==> config.mk <==
export PLATFORM = sky130hd
export DESIGN_NAME = uart_tx_engine
export DESIGN_NICKNAME = d
export VERILOG_FILES = /design/src/rtl/uart_tx_engine.sv
export SDC_FILE = /design/constraint.sdc
export NUM_CORES = 1
export LEC_CHECK = 0
export CAP_MARGIN = 0
export CORE_ASPECT_RATIO = 0.9
export CORE_MARGIN = 3
export CORE_UTILIZATION = 61
export DETAILED_ROUTE_END_ITERATION = 16
export PLACE_DENSITY = 0.89
export SLEW_MARGIN = 20
export SYNTH_ARGS = -nofsm -noshare
export SYNTH_HDL_FRONTEND = slang
export SYNTH_SLANG_ARGS = --single-unit
==> constraint.sdc <==
create_clock -name clk -period 8.8 [get_ports clk]
set_clock_uncertainty 0.05 [all_clocks]
set_input_delay 0.88 -clock clk [delete_from_list [all_inputs] [get_ports clk]]
set_output_delay 0.88 -clock clk [all_outputs]
set_load 0.005 [all_outputs]
==> src/rtl/uart_tx_engine.sv <==
// UART transmit engine: serialises one latched character per accepted write into
// an 11-bit asynchronous frame (start, 7 data, bit8, bit9, stop), LSB first.
module uart_tx_engine #(
  parameter int FRAME_BITS = 11
) (
  input  logic        clk,
  input  logic        reset,
  input  logic [15:0] baud_div,
  input  logic        load,
  input  logic [7:0]  din,
  input  logic        eight,
  input  logic        pen,
  input  logic        ohel,
  output logic        tx,
  output logic        txrdy
);

  typedef enum logic {
    IDLE,
    SHIFT
  } state_e;

  localparam logic [3:0] LAST_BIT = 4'(FRAME_BITS - 1);

  state_e                  state_q, state_d;
  logic [FRAME_BITS-1:0]   shift_q, shift_d;
  logic [3:0]              bit_cnt_q, bit_cnt_d;
  logic [15:0]             baud_cnt_q, baud_cnt_d;
  logic [15:0]             div_q, div_d;

  logic accept;
  logic baud_tc;
  logic par7;
  logic par8;
  logic bit8;
  logic bit9;

  assign accept  = load && (state_q == IDLE);
  assign baud_tc = (baud_cnt_q == (div_q - 16'd1));

  // Parity sense: ohel=0 even (XOR of data), ohel=1 odd (XNOR of data).
  assign par7 = (^din[6:0]) ^ ohel;
  assign par8 = (^din[7:0]) ^ ohel;
  assign bit8 = eight ? din[7] : (pen ? par7 : 1'b1);
  assign bit9 = (eight && pen) ? par8 : 1'b1;

  always_comb begin
    state_d    = state_q;
    shift_d    = shift_q;
    bit_cnt_d  = bit_cnt_q;
    baud_cnt_d = baud_cnt_q;
    div_d      = div_q;
    unique case (state_q)
      IDLE: begin
        if (accept) begin
          state_d    = SHIFT;
          shift_d    = {1'b1, bit9, bit8, din[6:0], 1'b0};
          bit_cnt_d  = 4'd0;
          baud_cnt_d = 16'd0;
          div_d      = (baud_div == 16'd0) ? 16'd1 : baud_div;
        end
      end
      SHIFT: begin
        if (baud_tc) begin
          baud_cnt_d = 16'd0;
          shift_d    = {1'b1, shift_q[FRAME_BITS-1:1]};
          bit_cnt_d  = bit_cnt_q + 4'd1;
          if (bit_cnt_q == LAST_BIT) begin
            state_d = IDLE;
          end
        end else begin
          baud_cnt_d = baud_cnt_q + 16'd1;
        end
      end
      default: state_d = IDLE;
    endcase
  end

  always_ff @(posedge clk or posedge reset) begin
    if (reset) begin
      state_q    <= IDLE;
      shift_q    <= '1;
      bit_cnt_q  <= 4'd0;
      baud_cnt_q <= 16'd0;
      div_q      <= 16'd0;
    end else begin
      state_q    <= state_d;
      shift_q    <= shift_d;
      bit_cnt_q  <= bit_cnt_d;
      baud_cnt_q <= baud_cnt_d;
      div_q      <= div_d;
    end
  end

  // tx comes straight from the shift register flop, so the line never glitches.
  assign tx    = shift_q[0];
  assign txrdy = (state_q == IDLE);

endmodule

==> results.md <==
* Outcome: completed
* Sequential share of the synthesized area at between 40 and 50%
* Hold_buf cts at 0
* FF/Latch Area at roughly 0.0012 mm²
* Clock Latency Late Sink at a little over 300 ps
* FMAX at between 200 and 300 MHz
* First-pass GRT wire length at roughly 12 mm
* Routability congestion estimate at approximately 0.93
* CTS Buf Count at 5
* Hold WS at approximately 430 ps
* Setup TNS at 0 ps
* Setup crit end kind: flip-flop
* Number of remaining DRC errors at 0
* Vias per inst at roughly 6.3
* HP Class: flip-flop to flip-flop
* Vias at around 2.6k
* Multi-input logic area at 0.00166 mm²
* Static Leakage at 0.00132 µW
* Flops & latches, synth at 47
* Actual slew at the worst max-slew pin at around 1100 ps
* Most common flop cell mapped by yosys: dfrtp_1
* Setup bufs post-CTS at 0
* Yosys top cell by area: dfrtp_1
* Power density over the cells at 200 mW/mm²
* Row cnt at 23
* Share of cells above drive strength 1 at about 12%
* Max-cap viol count at 0
* Longest Clk Path Bufs at 2
* Yosys warning count at 0
* Most frequent cell after synthesis: nand2_1
* HPWL after DPL at 5.01 mm
* Initial Util at approximately two thirds
* IO Port Bufs at 31
* Leading cell types by count after synthesis: nand2_1 (62), dfrtp_1 (37), xnor2_1 (23), xor2_1 (16), clkbuf_1 (15)
* DIE HEIGHT at 72.1 µm
* Tot Pwr at 682 µW
* Initial antenna violation count at 0
* Async SR Flop Fraction at 100%
* Number of flops mapped to enable cells by yosys at 0
* Final Net Count at ~380
* Post-DRT Antenna Nets at 0
* Tcrit/Tclk final at 42.4%
* Largest net degree at the start of global routing at 48
* CTS tree: done
* Synthesized netlist cell count at 325
* Average wire per standard cell at about 17 µm
* Die ar. at between 0.005 and 0.006 mm²
* Floorplan core area at between 0.004 and 0.005 mm²
* Top cells by area, synth: dfrtp_1 (31%), dfstp_2 (8.9%), nand2_1 (7.8%)
* Final min period at approximately 3700 ps
* Relative slew margins at roughly 27%
* Crit path DAT at between 3000 and 4000 ps
* Grt ovf at 0
* Area Overhead vs Synth at 14.8%
* Final hold violation count at 0
* Die X at between 70 and 80 µm
* Cell Area, Synth at 0.00297 mm²
* Setup CP Type: flip-flop to flip-flop
* Sinks on Clock Net at 47
* Number of distinct library cells after synthesis at approximately 50
* Post-CTS sizing at 0
* WL final at between 7 and 8 mm
* Peak supply drop at 0.000165 V
* Pre-antenna DRT Iters at 5
* 1st-iter DRT viols at between 300 and 400
* Critical-path maximum fanout at 12
* Total GRT Usage at a little over a quarter
* Synthesized net count at about 360
* # setup viols final at 0
* H-tree depth at 2
* Fillcell total at about 330
* Slew Limit Fails at 0
* Number of global-route vias before repair at around 2.6k
* I/O Pins at 32
* # diodes at 0
* Synth top area share at between 30% and 40%
* Root buf cell: clkbuf_8
* RSZ-0062 raised after global routing: no
* Syn avg cell area at roughly 9.1 µm²
* CP required at ~9000 ps
* Clk pin slew, worst setup/hold paths at 90 ps
* Startpoint Class: flip-flop
path summary, 6_finish.rpt:
| check | cells after the start | from | slack [ps] | end |
|---|---|---|---|---|
| max | 9 | div_q[0]$_DFFE_PP0P_ | 5070 | baud_cnt_q[2]$_DFFE_PP0P_ |
| min | 2 | shift_q[0]$_DFFE_PP1P_ | 430 | shift_q[0]$_DFFE_PP1P_ |
| max reg2reg | 9 | div_q[0]$_DFFE_PP0P_ | 5070 | baud_cnt_q[2]$_DFFE_PP0P_ |
| min reg2reg | 2 | shift_q[0]$_DFFE_PP1P_ | 430 | shift_q[0]$_DFFE_PP1P_ |
| max in group asynchronous | 2 | reset | 7000 | baud_cnt_q[7]$_DFFE_PP0P_ |
| min in group asynchronous | 2 | reset | 1070 | baud_cnt_q[13]$_DFFE_PP0P_ |
per-layer routing:
layer	track usage (%)	up-vias	share of wire, %
met1	36.9	1267	43
li1	-	1198	-
met3	4.84	13	5.4
met2	44.7	86	50
met5	0	-	0
met4	7.63	0	1.0
per-stage QoR:
step / std cells / cell area (µm²) / worst slack [ps] / util [%]
floorplan: 325 / 2970 / 5850 / -
CTS: 408 / 3400 / 5230 / 74.4
finish: 408 / 3400 / 5070 / 74.4
global placement: 400 / 3270 / 5450 / 71.5
global route: 408 / 3400 / 4820 / 74.4
detailed placement: 400 / 3270 / 5280 / 71.5
final cells by class:
class                           instances  share of cell area, %
Clock buffer                            6                   2.76
Clock inverter                          2                   1.10
Inverter                               11                   1.21
Multi-Input combinational cell        249                   48.6
Sequential cell                        47                   34.9
Tap cell                               62                   2.28
Timing Repair Buffer                   31                   9.11
state kept, by name, summed over array words and instances, names as in the netlist:
| name | flops |
|---|---|
| baud_cnt_q | 16 |
| div_q | 16 |
| shift_q | 10 |
| bit_cnt_q | 4 |
| state_q | 1 |
kinds of logic (layout without fill, tap and decap cells):
group,after synthesis,count (layout),share of synthesized area [%]
multiplexers,18,18,6.67
AND/OR/NAND/NOR,133,133,22.1
buffers and inverters,29,50,4.09
flip-flops,47,47,40.1
XOR/XNOR,39,39,11.5
AO/OA/AOI/OAI,55,55,13.9
adder cells (fa/ha/maj),4,4,1.69
where the power goes:
part           total, µW  internal (µW)  switching, µW
clock network        180            102           78.1
registers            319            258           61.9
logic                182           98.5           83.7
total                682            458            224
cell usage in the layout (no fill, tap or decap), types with 2 or more instances in the layout:
cell type / instances
nand2_1: 62
dfrtp_1: 37
clkdlybuf4s50_1: 31
xnor2_1: 23
xor2_1: 16
mux2_2: 14
nand3_1: 12
nor2_1: 11
o32ai_1: 11
inv_1: 10
o21ai_0: 10
dfstp_2: 10
nor4_1: 8
nor3_1: 8
and3_1: 6
a21oi_1: 6
nand4_1: 5
clkbuf_8: 5
or3_1: 4
a211oi_1: 4
mux2i_1: 4
ha_1: 4
a31o_2: 3
nor3b_1: 3
o211ai_1: 3
nor2b_1: 2
a211o_1: 2
a31oi_1: 2
or4_1: 2
o21a_1: 2
and2_1: 2
nand2b_1: 2
a311oi_1: 2
critical path, stage by stage (launching register included):
cell	delay (ps)
dfrtp_1	440
inv_1	120
ha_1	230
nor4b_2	520
and3_1	270
nor4b_1	280
a31oi_1	120
or3_1	570
nor2_1	760
o211ai_1	200
(Power assumes the default switching activity.)
